$ cat config.mk
export PLATFORM = sky130hd
export DESIGN_NAME = stage_sequencer_flat
export DESIGN_NICKNAME = d
export VERILOG_FILES = /design/src/rtl/stage_seq_pkg.sv /design/src/rtl/stage_sequencer_if.sv /design/src/rtl/stage_sequencer_timer.sv /design/src/rtl/stage_sequencer.sv /design/src/flat_wrapper.sv
export SDC_FILE = /design/constraint.sdc
export NUM_CORES = 1
export LEC_CHECK = 0
export CORE_AREA = 2 2 70 72
export DETAILED_ROUTE_END_ITERATION = 10
export DIE_AREA = 0 0 72 74
export GPL_ROUTABILITY_DRIVEN = 0
export MAX_ROUTING_LAYER = met4
export PLACE_DENSITY_LB_ADDON = 0.1
export SLEW_MARGIN = 10
export SYNTH_ARGS = -nofsm -noshare
export SYNTH_HDL_FRONTEND = slang
export SYNTH_SLANG_ARGS = --single-unit
$ cat constraint.sdc
create_clock -name clk -period 2.2 [get_ports clk]
set_input_delay 0.44 -clock clk [delete_from_list [all_inputs] [get_ports clk]]
set_output_delay 0.44 -clock clk [all_outputs]
set_load 0.05 [all_outputs]
$ cat src/rtl/stage_seq_pkg.sv
// Shared types and helpers for the stage sequencer: FSM state encoding and
// the width derivation used for the binary stage index.
package stage_seq_pkg;

  typedef enum logic [1:0] {
    ST_IDLE  = 2'd0,
    ST_CONV  = 2'd1,
    ST_RUN   = 2'd2,
    ST_ERROR = 2'd3
  } state_e;

  // A single stage still needs one index bit.
  function automatic int stage_w_f(input int num_stages);
    if (num_stages <= 32'sd1) begin
      return 32'sd1;
    end else begin
      return $clog2(num_stages);
    end
  endfunction

endpackage

$ cat src/rtl/stage_sequencer_if.sv
// Handshake bundle between the sequencer (master) and the ADC/datapath side (slave).
interface stage_sequencer_if #(
  parameter int NUM_STAGES = 2,
  parameter int FRAME_W    = 8
);
  import stage_seq_pkg::*;

  localparam int STAGE_W = stage_w_f(NUM_STAGES);

  logic                  start;
  logic                  continuous;
  logic                  abort;
  logic                  clear_err;
  logic                  data_ready;
  logic [NUM_STAGES-1:0] stage_done;
  logic                  start_conversion;
  logic [NUM_STAGES-1:0] stage_enable;
  logic                  busy;
  logic                  frame_done;
  logic                  error;
  logic [STAGE_W-1:0]    err_stage;
  logic [FRAME_W-1:0]    frame_count;

  modport master (
    input  start, continuous, abort, clear_err, data_ready, stage_done,
    output start_conversion, stage_enable, busy, frame_done, error, err_stage, frame_count
  );

  modport slave (
    output start, continuous, abort, clear_err, data_ready, stage_done,
    input  start_conversion, stage_enable, busy, frame_done, error, err_stage, frame_count
  );

endinterface

$ cat src/rtl/stage_sequencer_timer.sv
// Per-stage watchdog: counts active cycles and flags the cycle on which the
// stage has been enabled for TIMEOUT cycles.
module stage_timer #(
  parameter int TIMEOUT = 255
) (
  input  logic clk,
  input  logic reset,
  input  logic clear,
  input  logic enable,
  output logic expired
);

  localparam int CNT_W = $clog2(TIMEOUT + 1);

  logic [CNT_W-1:0] count_q;
  logic [CNT_W-1:0] count_d;

  always_comb begin
    count_d = count_q;
    if (clear) begin
      count_d = '0;
    end else if (enable) begin
      count_d = count_q + CNT_W'(1);
    end else begin
      count_d = count_q;
    end
  end

  always_ff @(posedge clk or negedge reset) begin
    if (!reset) begin
      count_q <= '0;
    end else begin
      count_q <= count_d;
    end
  end

  // Count starts at 0 on the first active cycle, so TIMEOUT-1 marks the last one.
  assign expired = enable && !clear && (count_q == CNT_W'(TIMEOUT - 1));

endmodule

$ cat src/rtl/stage_sequencer.sv
// Conversion -> processing chain sequencer: requests a conversion, then walks
// NUM_STAGES stages with enable/done handshakes under a per-stage watchdog.
module stage_sequencer
  import stage_seq_pkg::*;
#(
  parameter int NUM_STAGES = 2,
  parameter int TIMEOUT    = 255,
  parameter int FRAME_W    = 8
) (
  input  logic             clk,
  input  logic             reset,
  stage_sequencer_if.master bus
);

  localparam int STAGE_W = stage_w_f(NUM_STAGES);

  state_e                state_q, state_d;
  logic [STAGE_W-1:0]    idx_q, idx_d;
  logic                  start_conversion_q, start_conversion_d;
  logic [NUM_STAGES-1:0] stage_enable_q, stage_enable_d;
  logic                  busy_q, busy_d;
  logic                  frame_done_q, frame_done_d;
  logic                  error_q, error_d;
  logic [STAGE_W-1:0]    err_stage_q, err_stage_d;
  logic [FRAME_W-1:0]    frame_count_q, frame_count_d;

  logic timer_clear_s;
  logic timer_en_s;
  logic timer_expired_s;
  logic active_done_s;
  logic last_stage_s;

  assign active_done_s = bus.stage_done[idx_q];
  assign last_stage_s  = (idx_q == STAGE_W'(NUM_STAGES - 1));
  assign timer_en_s    = (state_q == ST_RUN);

  generate
    if (TIMEOUT > 0) begin : g_timer
      stage_timer #(.TIMEOUT(TIMEOUT)) u_timer (
        .clk     (clk),
        .reset   (reset),
        .clear   (timer_clear_s),
        .enable  (timer_en_s),
        .expired (timer_expired_s)
      );
    end else begin : g_no_timer
      assign timer_expired_s = 1'b0;
    end
  endgenerate

  // Priority within RUN: abort, then the active stage's done, then the watchdog.
  always_comb begin
    state_d            = state_q;
    idx_d              = idx_q;
    start_conversion_d = 1'b0;
    frame_done_d       = 1'b0;
    frame_count_d      = frame_count_q;
    err_stage_d        = err_stage_q;
    timer_clear_s      = 1'b1;
    case (state_q)
      ST_IDLE: begin
        if (bus.start) begin
          state_d            = ST_CONV;
          start_conversion_d = 1'b1;
        end else begin
          state_d = ST_IDLE;
        end
      end
      ST_CONV: begin
        if (bus.abort) begin
          state_d = ST_IDLE;
        end else if (bus.data_ready) begin
          state_d = ST_RUN;
          idx_d   = '0;
        end else begin
          state_d = ST_CONV;
        end
      end
      ST_RUN: begin
        timer_clear_s = 1'b0;
        if (bus.abort) begin
          state_d = ST_IDLE;
          idx_d   = '0;
        end else if (active_done_s) begin
          timer_clear_s = 1'b1;
          if (last_stage_s) begin
            idx_d         = '0;
            frame_done_d  = 1'b1;
            frame_count_d = frame_count_q + FRAME_W'(1);
            if (bus.continuous) begin
              state_d            = ST_CONV;
              start_conversion_d = 1'b1;
            end else begin
              state_d = ST_IDLE;
            end
          end else begin
            idx_d = idx_q + STAGE_W'(1);
          end
        end else if (timer_expired_s) begin
          state_d     = ST_ERROR;
          err_stage_d = idx_q;
          idx_d       = '0;
        end else begin
          state_d = ST_RUN;
        end
      end
      ST_ERROR: begin
        if (bus.abort || bus.clear_err) begin
          state_d = ST_IDLE;
        end else begin
          state_d = ST_ERROR;
        end
      end
      default: begin
        state_d = ST_IDLE;
        idx_d   = '0;
      end
    endcase

    stage_enable_d = (state_d == ST_RUN) ? (NUM_STAGES'(1) << idx_d) : '0;
    busy_d         = (state_d == ST_CONV) || (state_d == ST_RUN);
    error_d        = (state_d == ST_ERROR);
  end

  always_ff @(posedge clk or negedge reset) begin
    if (!reset) begin
      state_q            <= ST_IDLE;
      idx_q              <= '0;
      start_conversion_q <= 1'b0;
      stage_enable_q     <= '0;
      busy_q             <= 1'b0;
      frame_done_q       <= 1'b0;
      error_q            <= 1'b0;
      err_stage_q        <= '0;
      frame_count_q      <= '0;
    end else begin
      state_q            <= state_d;
      idx_q              <= idx_d;
      start_conversion_q <= start_conversion_d;
      stage_enable_q     <= stage_enable_d;
      busy_q             <= busy_d;
      frame_done_q       <= frame_done_d;
      error_q            <= error_d;
      err_stage_q        <= err_stage_d;
      frame_count_q      <= frame_count_d;
    end
  end

  assign bus.start_conversion = start_conversion_q;
  assign bus.stage_enable     = stage_enable_q;
  assign bus.busy             = busy_q;
  assign bus.frame_done       = frame_done_q;
  assign bus.error            = error_q;
  assign bus.err_stage        = err_stage_q;
  assign bus.frame_count      = frame_count_q;

endmodule

$ cat src/flat_wrapper.sv
// flat-port wrapper written by rule: the top's interface ports become plain ports
module stage_sequencer_flat import stage_seq_pkg::*;
#(
  parameter int NUM_STAGES = 2,
  parameter int TIMEOUT    = 255,
  parameter int FRAME_W    = 8
)
  (clk, reset, bus_start, bus_continuous, bus_abort, bus_clear_err, bus_data_ready, bus_stage_done, bus_start_conversion, bus_stage_enable, bus_busy, bus_frame_done, bus_error, bus_err_stage, bus_frame_count);
  stage_sequencer_if #(.NUM_STAGES(NUM_STAGES), .FRAME_W(FRAME_W)) bus_i ();
  input  logic clk;
  input  logic reset;
  input wire logic [$bits(bus_i.start)-1:0] bus_start;
  input wire logic [$bits(bus_i.continuous)-1:0] bus_continuous;
  input wire logic [$bits(bus_i.abort)-1:0] bus_abort;
  input wire logic [$bits(bus_i.clear_err)-1:0] bus_clear_err;
  input wire logic [$bits(bus_i.data_ready)-1:0] bus_data_ready;
  input wire logic [$bits(bus_i.stage_done)-1:0] bus_stage_done;
  output wire logic [$bits(bus_i.start_conversion)-1:0] bus_start_conversion;
  output wire logic [$bits(bus_i.stage_enable)-1:0] bus_stage_enable;
  output wire logic [$bits(bus_i.busy)-1:0] bus_busy;
  output wire logic [$bits(bus_i.frame_done)-1:0] bus_frame_done;
  output wire logic [$bits(bus_i.error)-1:0] bus_error;
  output wire logic [$bits(bus_i.err_stage)-1:0] bus_err_stage;
  output wire logic [$bits(bus_i.frame_count)-1:0] bus_frame_count;
  assign bus_i.start = bus_start;
  assign bus_i.continuous = bus_continuous;
  assign bus_i.abort = bus_abort;
  assign bus_i.clear_err = bus_clear_err;
  assign bus_i.data_ready = bus_data_ready;
  assign bus_i.stage_done = bus_stage_done;
  assign bus_start_conversion = bus_i.start_conversion;
  assign bus_stage_enable = bus_i.stage_enable;
  assign bus_busy = bus_i.busy;
  assign bus_frame_done = bus_i.frame_done;
  assign bus_error = bus_i.error;
  assign bus_err_stage = bus_i.err_stage;
  assign bus_frame_count = bus_i.frame_count;
  stage_sequencer #(.NUM_STAGES(NUM_STAGES), .TIMEOUT(TIMEOUT), .FRAME_W(FRAME_W)) u_core (.clk(clk), .reset(reset), .bus(bus_i));
endmodule
### Word-level counts from Yosys, hierarchy flattened

Index checks and enable logic that the tools add are counted.

| cells by class | value |
|---|---|
| add/subtract/negate cells | 3 |
| order comparisons | 1 |
| equality and inequality tests | 7 |
| shift operators | 1 |
| multiplexer cells | 35 |
| bitwise gates (word level) | 2 |
| reductions and logical operators | 9 |

Operator list:

| operator | count |
|---|---|
| two-way mux 1 bit | 23 |
| adder 8 x 1 -> 8 bit, second input constant | 2 |
| two-way mux 8 bit | 2 |
| two-way mux 2 bit | 7 |
| == test 2 bit, second input constant | 4 |
| == test 8 bit, second input constant | 1 |
| case mux 2 bit (4 select lines) | 1 |
| AND reduction 4 bit | 2 |
| == test 2 x 1 -> 1 bit, second input constant | 2 |
| case mux 1 bit (2 select lines) | 2 |
| logical AND 1 bit | 2 |
| zero test 2 bit | 1 |
| logical OR 1 bit | 2 |
| less-than comparator 1 x 2 -> 1 bit, second input constant | 1 |
| inverter 1 bit | 2 |
| nonzero test 2 bit | 1 |
| << shifter 1 x 1 -> 2 bit, first input constant | 1 |
| adder 1 bit, second input constant | 1 |
| zero test 1 bit | 1 |

| storage, ports and cells | value |
|---|---|
| flip-flop bits (word level) | 26 |
| input bits | 9 |
| output and inout bits | 15 |
| word-level logic and storage cells | 68 |

### Longest topological paths before layout

| depth | value |
|---|---|
| word-level depth | 14 |
| depth in mapped cells | 8 |
| mapped depth without buffers | 8 |

### Hierarchy

A second synthesis with hierarchy kept.

| second synthesis, totals | value |
|---|---|
| cell total of the unflattened synthesis | 123 |
| area, all modules | 1345.0 µm² |

Modules (own cells, without submodules):

| module | instances | cells an instance | area each (µm²) | sequential area each (µm²) |
|---|---|---|---|---|
| stage_sequencer | 1 | 82 | 932.1 | 450.4 |
| stage_timer | 1 | 41 | 412.9 | 200.2 |

### Worst setup path before layout

No wires, ideal clock.

| timing path | value |
|---|---|
| kind | reg-to-reg |
| from | register u_core.state_q[0] |
| to | register u_core.stage_enable_q[1] (netlist: u_core.bus.stage_enable[1]) |
| arrival time | 1.769 ns |
| data required time | 2.122 ns |
| slack | 0.353 ns |
| stages on the path, launching flop included | 9 |
| period minus slack after synthesis | 1.847 ns |
| path through | dfrtp_1 inv_1 ha_1 nor2b_2 a21boi_1 nor3b_4 o41ai_1 ha_1 a21boi_1 |

| on the way | value |
|---|---|
| word-level cells in the longest chain between the ends | 11 |
| elaborated cells between the ends (all ways) | 20 |

RTL lines:

| element | line | source |
|---|---|---|
| start, declared | stage_sequencer.sv:17 | `state_e state_q, state_d;` |
| start signal, assigned | stage_sequencer.sv:137 | `state_q <= state_d;` |
| == test 2 bit | stage_sequencer.sv:35, stage_sequencer.sv:60 |  |
| two-way mux 1 bit | stage_sequencer.sv:60 | `case (state_q)` |
| zero test 1 bit | stage_sequencer_timer.sv:38 | `assign expired = enable && !clear && (count_q == CNT_W'(TIMEOUT - 1));` |
| logical AND 1 bit (2 in a row) | stage_sequencer_timer.sv:38 |  |
| two-way mux 1 bit | stage_sequencer.sv:99 | `end else if (timer_expired_s) begin` |
| two-way mux 2 bit or two-way mux 1 bit (tied branches) | stage_sequencer.sv:84 | `end else if (active_done_s) begin` |
| two-way mux 2 bit or two-way mux 1 bit (tied branches) | stage_sequencer.sv:81 | `if (bus.abort) begin` |
| case mux 2 bit (4 select lines) or case mux 1 bit (2 select lines) (tied branches) | stage_sequencer.sv:60 |  |
| == test 2 bit or << shifter 1 x 1 -> 2 bit (tied branches) | stage_sequencer.sv:120 | `stage_enable_d = (state_d == ST_RUN) ? (NUM_STAGES'(1) << idx_d) : '0;` |
| two-way mux 2 bit * | stage_sequencer.sv:120 |  |
| net u_core.stage_enable_d[1] | stage_sequencer.sv:20 | `logic [NUM_STAGES-1:0] stage_enable_q, stage_enable_d;` |
| end signal, assigned | stage_sequencer.sv:140 | `stage_enable_q <= stage_enable_d;` |
| end, declared | stage_sequencer.sv:20 |  |

The timed path passes the listed nets; every way through them passes the cells marked *.
A chain may end at the register's enable or synchronous reset.

### Worst setup path after layout

Same ends and word-level chain as after synthesis.

==> flow_summary.toml <==
[global_route]
grt_pass1_wl_um = 4140
grt_use_met1 = 0.129
grt_max_degree = 27
gr-total-overflow = 0
grt_antenna_before_repair = 0
met3_usage = 0.0325
grt_pass1_vias = 895
met2_usage = 0.170
top_usage_layer = "met2"
gr-usage-all-layers = 0.103

[cells_and_area]
num-fill-cells = 454
syn_to_final_growth_pct = 31.6
final_cell_area_um2 = 1690
fin_nets = 162
drive_gt1_frac = 0.161
fin_util = 0.367
n_antenna_cell = 0
stdcell_count = 197

[logic_synthesis]
ys_types = 35
ys_seq_area_frac = 0.507
synth_nets = 127
ys_ff_latch = 26
ys_warn_count = 0
synth_area_um2 = 1280
synth_ff_type = "dfrtp_1"
yosysMostFrequentCell = "dfrtp_1"
synth_common_cells = "26 x dfrtp_1, 10 x nor2_1, 9 x ha_1"
syn_avg_cell_area_um2 = 11.8
synth.area.top_cells = "dfrtp_1 51%, ha_1 8.8%, xor2_1 5.5%"
synth_top_area_cell = "dfrtp_1"
ys_async_sr_fraction = 1.00
synth_top_cell_area_share = 0.507
syn_inst = 109
synth_edf_count = 0

[placed_design]
hpwl_um = 1880
placed_area_um2 = 1630
numPortBuffers = 23
place_inst = 193

[setup_path]
cp_slowest_stage_delay_ps = 420
path_buf_inv = 2
reg2reg_slack_ps = 220
crit_start = "u_core.state_q[0]$_DFF_PN0_"
cp_data_arrival_time_ps = 2170
crit_top_cell = "ha_1"
cp_cell_sequence = "inv_1 > ha_1 > buf_4 > and4b_1 > and2_4 > o41ai_1 > ha_1 > a21boi_1"
cpMaxStageDelayCell = "dfrtp_1"
endpoint_kind = "register"
r2r-start = "u_core.state_q[0]$_DFF_PN0_"
crit_type = "reg2reg"
cp_top_family = "compound AO/OA/AOI/OAI gates"
crit_required_ps = 2390
crit_path_start_kind = "register"
cp_max_fo = 4

[routing]
vias = 891
dr.pass1.iters = 4
vias_per_cell = 4.52
wl_um = 2410
drt_iter0_markers = 27
wire_per_inst_um = 12.2
antenna_left = 0
drc = 0

[floorplanning]
io_pins = 24
rows = 25
dieWidth_um = 72
die_area_um2 = 5330
die_h_um = 74
core-area_um2 = 4600
start_util = 0.279

[clock_network]
cts_made_buffers = 3
cts_resized = 0
cts_setup_buffers = 0
clock-sinks = 26
insertion_delay_ps = 260
cts_tree = "built"
clockBufferDepth = 2
ctsHoldBuffers = 0
cts_htree_levels = 1
root_buffer = "clkbuf_8"
clkTransAtPathRegs_ps = 80

[timing]
hold_violations = 0
worst_slew_pin_slew_ps = 511
final_max_slew_viol_count = 0
setup_viol = 0
timing.fmax_ghz = 0.505
finClkSkew_ps = 1.21
tns_ps = 0
slew_headroom = 0.658
rsz0062_at_grt = "no"
post-route-period-util = 0.899
period_minus_slack_ps = 1980
holdWs_ps = 477

[power_and_ir_drop]
pwr_density_cell_nw_per_um2 = 690
p_switching_uw = 356
ir_drop_mv = 0.491
clockPowerShare = 0.258
pwr-share-comb = 0.279
internal_power_uw = 808
p_leak_nw = 0.807
sequentialPowerShare = 0.463
p_sw_frac = 0.306

[min_path]
hp-class = "reg2reg"
hold_start = "u_core.bus.frame_count[7]$_DFFE_PN0P_"

[run]
cap_viol_max_count = 0

[run_status]
status = "completed"
[final cells by class]
type | instances | area, µm² | area share
sequential | 26 | 651 | 0.385
multi-input combinational | 76 | 602 | 0.357
timing repair buffer | 31 | 290 | 0.172
tap | 54 | 67.6 | 0.0400
clock buffer | 4 | 55.1 | 0.0326
inverter | 6 | 22.5 | 0.0133
[cell usage in the layout (no fill, tap or decap), drive strengths merged]
cell	count
inv	6
a31oi	1
o21ai	2
nor2	10
o41a	1
dfrtp	26
clkdlybuf4s50	23
and4b	1
ha	9
buf	8
mux2	2
nor2b	2
and2	1
o2111ai	1
nand3	5
nand4	3
xor2	8
o41ai	1
clkbuf	4
and2b	1
mux2i	1
a21o	1
or2b	3
nand2	7
xnor2	5
a21boi	2
and3	3
and4	2
a21oi	2
a32oi	1
nor3b	1
[state kept, by name, indices dropped and copies added (netlist names)]
register and cells:
u_core.idx_q 1, u_core.bus.frame_count 8, u_core.state_q 2, u_core.bus.err_stage 1, u_core.bus.busy 1, u_core.bus.frame_done 1
u_core.g_timer.u_timer.count_q 8, u_core.bus.stage_enable 2, u_core.bus.error 1, u_core.bus.start_conversion 1
[layer usage]
metal,wire [µm],vias to the layer above
met5,0,-
met4,13,0
met3,87,2
met2,1220,13
met1,1090,434
li1,-,442
[power by group through the flow]
stage	sequential, mW	clock, mW	combinational (mW)
2_1_floorplan	0.615	0	0.137
3_3_place_gp	0.548	0	0.332
3_5_place_dp	0.547	0	0.328
4_1_cts	0.540	0.320	0.329
5_1_grt	0.544	0.346	0.355
6_report	0.539	0.300	0.325
[stage by stage]
step	setup slack, ps	power [mW]
after global placement	58.7	0.880
after floorplan	353	0.752
after global routing	26.7	1.24
after CTS	216	1.19
final	221	1.16
after detailed placement	7.17	0.874
[cell families (layout without fill, tap and decap cells)]
kind of cell | Yosys count | after routing | share of synthesized area
buf+inv | 7 | 41 | 0.0234
flops | 26 | 26 | 0.507
simple gates | 39 | 39 | 0.197
mux | 3 | 3 | 0.0254
xor+xnor | 13 | 13 | 0.0888
compound gates | 12 | 12 | 0.0702
fa+ha+maj | 9 | 9 | 0.0878
[path summary, 6_finish.rpt]
kind                                                                 end  cells past startpoint
setup reg to reg                    u_core.bus.stage_enable[1]$_DFF_PN0_                      8
hold / removal                     u_core.bus.frame_count[7]$_DFFE_PN0P_                      1
setup / recovery                    u_core.bus.stage_enable[1]$_DFF_PN0_                      8
min in group asynchronous  u_core.g_timer.u_timer.count_q[6]$_DFFE_PN0P_                      2
hold reg to reg                    u_core.bus.frame_count[7]$_DFFE_PN0P_                      1
max in group asynchronous          u_core.bus.frame_count[0]$_DFFE_PN0P_                      2
Power figures use the tool's default switching activity.
